`src/rtl/snow64_bfloat16_vec_binop_dispatcher_pkg.sv`:
```
// Shared types for the vector BFloat16 BinOp dispatcher: lane geometry,
// FSM states, port bundles and lane select/insert helpers.
package snow64_bfloat16_vec_binop_dispatcher_pkg;

   localparam int LANE_WIDTH = 16;
   localparam int LANE_COUNT = 64 / LANE_WIDTH;

   typedef enum logic [1:0] {
      ST_IDLE  = 2'd0,
      ST_ISSUE = 2'd1,
      ST_WAIT  = 2'd2,
      ST_DONE  = 2'd3
   } state_vec_dispatch_e;

   typedef struct packed {
      logic        start;
      logic [63:0] a;
      logic [63:0] b;
   } port_in_vec_binop_t;

   typedef struct packed {
      logic        busy;
      logic        valid;
      logic        err;
      logic [63:0] data;
   } port_out_vec_binop_t;

   function automatic logic [15:0] get_lane(input logic [63:0] v, input int unsigned idx);
      return v[LANE_WIDTH*idx +: LANE_WIDTH];
   endfunction

   function automatic logic [63:0] put_lane(input logic [63:0] v, input int unsigned idx,
                                            input logic [15:0] d);
      logic [63:0] r;
      r = v;
      r[LANE_WIDTH*idx +: LANE_WIDTH] = d;
      return r;
   endfunction

endpackage

```
`src/rtl/snow64_bfloat16_vec_binop_dispatcher.sv`:
```
// Serialises one packed 4-lane BFloat16 op onto a single scalar BinOp unit
// and reassembles the per-lane results into one 64-bit word.
module snow64_bfloat16_vec_binop_dispatcher
   import snow64_bfloat16_vec_binop_dispatcher_pkg::*;
#(
   parameter int NUM_LANES      = LANE_COUNT,
   parameter int TIMEOUT_CYCLES = 64
) (
   input  logic        clk,
   input  logic        rst_n,
   input  logic        in_start,
   input  logic [63:0] in_a,
   input  logic [63:0] in_b,
   output logic        out_busy,
   output logic        out_valid,
   output logic        out_err,
   output logic [63:0] out_data,
   output logic        unit_start,
   output logic [15:0] unit_a,
   output logic [15:0] unit_b,
   input  logic        unit_can_accept_cmd,
   input  logic        unit_valid,
   input  logic [15:0] unit_data
);

   localparam int LW = (NUM_LANES > 1) ? $clog2(NUM_LANES) : 1;
   localparam int CW = $clog2(TIMEOUT_CYCLES);
   localparam logic [LW-1:0] LAST_LANE = LW'(NUM_LANES - 1);
   localparam logic [CW-1:0] CNT_LAST  = CW'(TIMEOUT_CYCLES - 1);

   state_vec_dispatch_e state_q, state_d;
   logic [LW-1:0]       lane_q, lane_d;
   logic [CW-1:0]       cnt_q, cnt_d;
   logic [63:0]         a_q, a_d, b_q, b_d, data_q, data_d;
   logic                err_q, err_d, valid_q, valid_d, start_q, start_d;
   logic [15:0]         ua_q, ua_d, ub_q, ub_d;
   logic                fresh_s;
   port_in_vec_binop_t  in_s;
   port_out_vec_binop_t out_s;

   assign in_s = '{start: in_start, a: in_a, b: in_b};

   // Next-state, lane sequencing, result capture and timeout.
   always_comb begin
      state_d = state_q;
      lane_d  = lane_q;
      cnt_d   = cnt_q;
      a_d     = a_q;
      b_d     = b_q;
      data_d  = data_q;
      err_d   = err_q;
      start_d = 1'b0;
      // A sticky-valid unit still shows the previous lane's result during the
      // start pulse itself, so only later cycles count as a response.
      fresh_s = unit_valid && !start_q;
      case (state_q)
         ST_IDLE: begin
            if (in_s.start) begin
               a_d     = in_s.a;
               b_d     = in_s.b;
               data_d  = 64'h0;
               err_d   = 1'b0;
               lane_d  = '0;
               state_d = ST_ISSUE;
            end else begin
               state_d = ST_IDLE;
            end
         end
         ST_ISSUE: begin
            if (unit_can_accept_cmd) begin
               start_d = 1'b1;
               cnt_d   = '0;
               state_d = ST_WAIT;
            end else begin
               state_d = ST_ISSUE;
            end
         end
         ST_WAIT: begin
            if (fresh_s) begin
               data_d = put_lane(data_q, int'(lane_q), unit_data);
               if (lane_q == LAST_LANE) begin
                  state_d = ST_DONE;
               end else begin
                  lane_d = lane_q + LW'(1);
                  // Issue the next lane on the capture edge when possible to
                  // keep the two-cycle-per-lane cadence.
                  if (unit_can_accept_cmd) begin
                     start_d = 1'b1;
                     cnt_d   = '0;
                     state_d = ST_WAIT;
                  end else begin
                     state_d = ST_ISSUE;
                  end
               end
            end else if (cnt_q == CNT_LAST) begin
               err_d   = 1'b1;
               state_d = ST_DONE;
            end else begin
               cnt_d = cnt_q + CW'(1);
            end
         end
         ST_DONE: begin
            state_d = ST_IDLE;
         end
         default: begin
            state_d = ST_IDLE;
         end
      endcase
      valid_d = (state_d == ST_DONE);
      ua_d    = ua_q;
      ub_d    = ub_q;
      if ((state_d == ST_ISSUE) || start_d) begin
         ua_d = get_lane(a_d, int'(lane_d));
         ub_d = get_lane(b_d, int'(lane_d));
      end else begin
         ua_d = ua_q;
         ub_d = ub_q;
      end
   end

   // State and output registers.
   always_ff @(posedge clk or negedge rst_n) begin
      if (!rst_n) begin
         state_q <= ST_IDLE;
         lane_q  <= '0;
         cnt_q   <= '0;
         a_q     <= 64'h0;
         b_q     <= 64'h0;
         data_q  <= 64'h0;
         err_q   <= 1'b0;
         valid_q <= 1'b0;
         start_q <= 1'b0;
         ua_q    <= 16'h0;
         ub_q    <= 16'h0;
      end else begin
         state_q <= state_d;
         lane_q  <= lane_d;
         cnt_q   <= cnt_d;
         a_q     <= a_d;
         b_q     <= b_d;
         data_q  <= data_d;
         err_q   <= err_d;
         valid_q <= valid_d;
         start_q <= start_d;
         ua_q    <= ua_d;
         ub_q    <= ub_d;
      end
   end

   assign out_s = '{busy: (state_q != ST_IDLE), valid: valid_q, err: err_q, data: data_q};

   assign out_busy   = out_s.busy;
   assign out_valid  = out_s.valid;
   assign out_err    = out_s.err;
   assign out_data   = out_s.data;
   assign unit_start = start_q;
   assign unit_a     = ua_q;
   assign unit_b     = ub_q;

endmodule

```
`config.mk`:
```
export PLATFORM = sky130hd
export DESIGN_NAME = snow64_bfloat16_vec_binop_dispatcher
export DESIGN_NICKNAME = d
export VERILOG_FILES = /design/src/rtl/snow64_bfloat16_vec_binop_dispatcher_pkg.sv /design/src/rtl/snow64_bfloat16_vec_binop_dispatcher.sv
export SDC_FILE = /design/constraint.sdc
export NUM_CORES = 1
export LEC_CHECK = 0
export BUFFER_PORTS_ARGS = -buffer_cell sky130_fd_sc_hd__buf_2
export CAP_MARGIN = 25
export CORE_MARGIN = 8
export CORE_UTILIZATION = 45
export CTS_CLUSTER_SIZE = 25
export DETAILED_ROUTE_END_ITERATION = 10
export PLACE_DENSITY = 0.73
export RECOVER_POWER = 25
export SYNTH_ARGS = -nofsm -noshare
export SYNTH_HDL_FRONTEND = slang
export SYNTH_SLANG_ARGS = --single-unit
```
`constraint.sdc`:
```
create_clock -name clk -period 4.45 [get_ports clk]
set_clock_uncertainty 0.15 [all_clocks]
set_input_delay 0.445 -clock clk [delete_from_list [all_inputs] [get_ports clk]]
set_output_delay 0.445 -clock clk [all_outputs]
set_load 0.02 [all_outputs]
```
After elaboration in Yosys (flattened, before gate mapping). Cells that the tools add are included.

Add/subtract/negate cells: 3. Equality and inequality tests: 13. Shift operators: 4. Mux-type cells: 31. Reduce and logical (&&, ||, !) cells: 10.

Operators with widths (number): 64-bit two-way mux (6); 64-bit one-hot mux with 2 select lines (1); 64-bit by 7-bit indexed part select with 16-bit output (2); 64-bit bitwise mux (1); 16-bit by 34-bit variable shift with 64-bit output, first input constant (1); 16-bit by 34-bit indexed part select with 64-bit output (1); 6-bit negation with 34-bit output (1); 6-bit two-way mux (4); 2-bit two-way mux (7); 6-bit one-hot mux with 2 select lines (1); 2-bit == test, second input constant (4); 2-bit inequality test, second input constant (4); 2-bit one-hot mux with 4 select lines (1); 1-bit two-way mux (7); 6-bit by 1-bit adder with 6-bit output, second input constant (1); 6-bit == test, second input constant (1); 3-bit inequality test, second input constant (2); 3-bit AND reduction (2); 2-bit nonzero test (3); 2-bit by 1-bit == test with 1-bit output, second input constant (2); 1-bit one-hot mux with 2 select lines (2); 2-bit one-hot mux with 2 select lines (1); 4-bit AND reduction (1); 2-bit by 1-bit adder with 2-bit output, second input constant (1); other kinds (4) (4).

Flip-flop bits (word level): 237. Word-level logic and storage cells: 72.

Logic depth before layout (Yosys ltp).
Depth after elaboration: 6. Gate-level depth with buffers: 10.

Worst setup path before layout. OpenSTA, ideal clock, no wires.

Path kind: reg-to-reg. From: register state_q[0]. To: register ua_q[13] (netlist: unit_a[13]). Library setup time: 0.125 ns. Arrival time: 2.342 ns. Slack: 1.833 ns. Stages on the path, launching flop included: 9. Buffers on the path: 2. Clock period less this slack: 2.617 ns. Cells stage by stage: dfrtp_1 inv_1 ha_1 buf_2 o21ai_1 a221oi_4 buf_2 mux4_2 mux2_2.

Cells in the longest elaborated chain, start to end: 5. Elaborated cells on any way between the ends: 13.

Ends and longest elaborated chain: start, declared (line snow64_bfloat16_vec_binop_dispatcher.sv:31) `state_vec_dispatch_e state_q, state_d;`; start signal, assigned (line snow64_bfloat16_vec_binop_dispatcher.sv:136) `state_q <= state_d;`; parallel branches: the longest is 5 deep, another holds 64-bit by 7-bit indexed part select with 16-bit output; end signal, assigned (line snow64_bfloat16_vec_binop_dispatcher.sv:145) `ua_q <= ua_d;`; end, declared (line snow64_bfloat16_vec_binop_dispatcher.sv:36) `logic [15:0] ua_q, ua_d, ub_q, ub_d;`.

Several ways; the timed one is not identified. A chain may end at the register's enable or synchronous reset.

Worst setup path after layout.
From: register state_q[0]. To: register ua_q[14] (netlist: unit_a[14]).

Elaborated cells on any way between the ends: 13.

RTL lines: 2-bit logical NOT (line snow64_bfloat16_vec_binop_dispatcher.sv:56) `case (state_q)`; 64-bit two-way mux (line snow64_bfloat16_vec_binop_dispatcher.sv:56); net a_d[30] (line snow64_bfloat16_vec_binop_dispatcher.sv:34) `logic [63:0] a_q, a_d, b_q, b_d, data_q, data_d;`; 64-bit by 7-bit indexed part select with 16-bit output (line snow64_bfloat16_vec_binop_dispatcher_pkg.sv:29) `return v[LANE_WIDTH*idx +: LANE_WIDTH];`.

The timed path passes the listed nets, and every way through them passes these cells.

==> results.md <==
- Outcome: finished clean
- CTS buffer count: 25
- CTS resizes: 0
- Row Count: 54
- I/O pin count: between 200 and 250
- Clock buffer depth: 3
- Share of layout cells above drive strength 1: 0.485
- Top cells by area in the synthesized netlist: dfrtp_1, mux2_2, mux4_2
- Setup CP Type: flip-flop to flip-flop
- Final worst slack: ~1.2 ns
- Latest clock arrival within the worst-skew pair: 0.50 ns
- Worst vdd ir: between 0.3 and 0.4 mV
- Synthesized flop and latch total: 237
- Die height: around 170 um
- Post-synth EDFFs: 0
- Async S/R FF share, synth: 1.00
- Final core occ: 0.570
- GRT overflow: 0
- Post-CTS Setup Bufs: 0
- Critical Path AT: 3.43 ns
- Iteration-0 DRC Markers: around 440
- Total power: 8.83 mW
- Slew Limit Fails: 0
- WP data required: 4.68 ns
- Sink Count: roughly 240
- Fin. Hold Viols: 0
- CTS Hold Bufs: 1
- Mapped cell area: ~0.010 mm2
- Post-Synthesis Cells: about 720
- CP max-delay cell: nand2_4
- Initial Util: 0.459
- Yosys top cell by area: dfrtp_1
- Final Cycle Share: 0.719
- CP max FO: between 50 and 60
- Synth top cells by count: dfrtp_1, mux2_2, nand2_1
- Period minus WS final: approximately 3.2 ns
- Core area: around 0.022 mm2
- Clock slew at reported path FFs: around 0.06 ns
- Area grow syn2layout: 24.1%
- Power Dens Cells: roughly 700 mW/mm2
- Number of global-route vias before repair: just over 7000
- Sequential area share after synthesis: 0.590
- Global-route wire length before repair: roughly 38000 um
- Crit start category: flip-flop
- IO buf count: about 250
- Top-area cell type share of the netlist area: 0.590
- Fillers: about 1800
- Placed Cells: 1220
- H-Tree Depth: 1
- CTS tree: yes
- Max Cap Violations: 0
- DRC: 0
- CP max stage delay: 0.60 ns
- Total Wirelength: roughly 24000 um
- Netlist cell types: 42
- Worst setup EP type: flip-flop
- Worst path cell trace: inv_1, ha_1, nand2_4, buf_4, mux2_2, mux4_2, mux2_2
- Largest net degree at the start of global routing: 135
- Gpl congestion: roughly 0.8
- Worst Hold Class: input port to flip-flop
- Initial antenna violation count: 7
- Dominant synthesized flop cell: dfrtp_1
- Worst-margin pin slew: roughly 1.0 ns
- Setup-failing EPs final: 0
- Full die area: roughly 0.027 mm2
- CTS Root Cell: clkbuf_16
- Slew headroom: 0.324
- Cell area after layout: 0.0125 mm2
- Via count: approximately 6600
- ANT nets after route: 0
- Unrepaired setup endpoints after global routing: no
- Yosys warning count: 0
- Post-route insts no fill: 1270
- Routed len/inst: 19.0 um
- Leakage: roughly 5.8 nW
- Cell mode on critical path: mux2_2
- Setup TNS: 0 ns
- All-Layer GR Usage: 0.173
- Pre-CTS setup slack: 1.25 ns
- Count leader, synth: dfrtp_1
- Synthesized area per cell: 13.9 um2
- Net Count, Synth: 880
- Fin nets: between 1000 and 1500
- Dpl hpwl: 17000 um
- Peak Freq: around 310 MHz
- Hold slack: ~0.037 ns
- Chip Width: 165 um
- Vias per cell: between 5 and 6
- Placed Area: ~0.012 mm2
- DRT Pass-1 Iters: 4
-- worst max-delay path, delay by kind of cell (launching register included) --
kind,cells,cell delay (ns)
buffers and inverters,2,0.49
muxes,3,1.13
and+or+nand+nor,1,0.60
DFF,1,0.37
adders and majority gates,1,0.29
-- worst paths after layout --
| kind | from | end | slack, ns | depth (start not counted) |
|---|---|---|---|---|
| setup / recovery | state_q[0]$_DFF_PN0_ | unit_a[14]$_DFFE_PN0P_ | 1.25 | 7 |
| min in group asynchronous | rst_n | a_q[41]$_DFF_PN0_ | 0.51 | 2 |
| hold / removal | in_a[34] | a_q[34]$_DFF_PN0_ | 0.04 | 2 |
| hold reg to reg | out_data[55]$_DFFE_PN0P_ | out_data[55]$_DFFE_PN0P_ | 0.32 | 2 |
| setup reg to reg | state_q[0]$_DFF_PN0_ | unit_a[14]$_DFFE_PN0P_ | 1.25 | 7 |
| max in group asynchronous | rst_n | a_q[24]$_DFF_PN0_ | 2.54 | 3 |
-- state kept, by name, summed over array words and instances, names as in the netlist, 2 cells and up --
register	cells
a_q	64
b_q	64
cnt_q	6
lane_q	2
out_data	64
state_q	2
unit_a	16
unit_b	16
-- area by class of cell --
type,count,area (um2),area share
inverter,14,52.6,0.00421
clock inverter,8,165,0.0132
multi-input combinational,430,3860,0.309
timing repair buffer,260,1360,0.109
tap,280,350,0.0281
antenna,4,10.0,0.000803
clock buffer,37,751,0.0602
sequential,237,5930,0.476
-- kinds of logic (layout without fill, tap and decap cells) --
logic type | Yosys count | in the layout | synth area share
flip-flops | 237 | 237 | 0.590
multiplexers | 193 | 193 | 0.252
AND/OR/NAND/NOR | 134 | 134 | 0.0571
AO/OA/AOI/OAI | 94 | 94 | 0.0611
buffers and inverters | 56 | 319 | 0.0289
adder cells (fa/ha/maj) | 8 | 8 | 0.00996
XOR/XNOR | 1 | 1 | 0.000872
other | 0 | 4 | 0
-- where the power goes --
part / leakage [nW] / internal (mW) / total, mW / switching, mW
clock network: 0.453 / 1.45 / 2.27 / 0.818
logic: 2.42 / 1.64 / 3.32 / 1.68
registers: 2.95 / 2.98 / 3.24 / 0.264
total: 5.83 / 6.07 / 8.83 / 2.76
-- cells in the final DEF (no fill, tap or decap), drive strengths merged, types with 2 or more instances in the layout --
cell / instances
a211o: 2
a211oi: 2
a21oi: 3
a22o: 20
and3: 3
buf: 248
bufinv: 5
clkbuf: 48
clkinv: 3
dfrtp: 237
diode: 4
ha: 8
inv: 14
mux2: 160
mux4: 32
nand2: 103
nand2b: 4
nand3: 5
nor2: 6
nor2b: 3
nor3: 4
nor3b: 3
o21ai: 57
o22ai: 2
-- routing by layer --
metal  vias up  part of all wire  track usage
li1       3081                 -            -
met1      3278              0.41        0.226
met2       209              0.48        0.280
met3        37             0.079       0.0434
met4         6             0.023       0.0564
met5         -            0.0014            0
No activity file was read; power rests on OpenSTA's default activity.
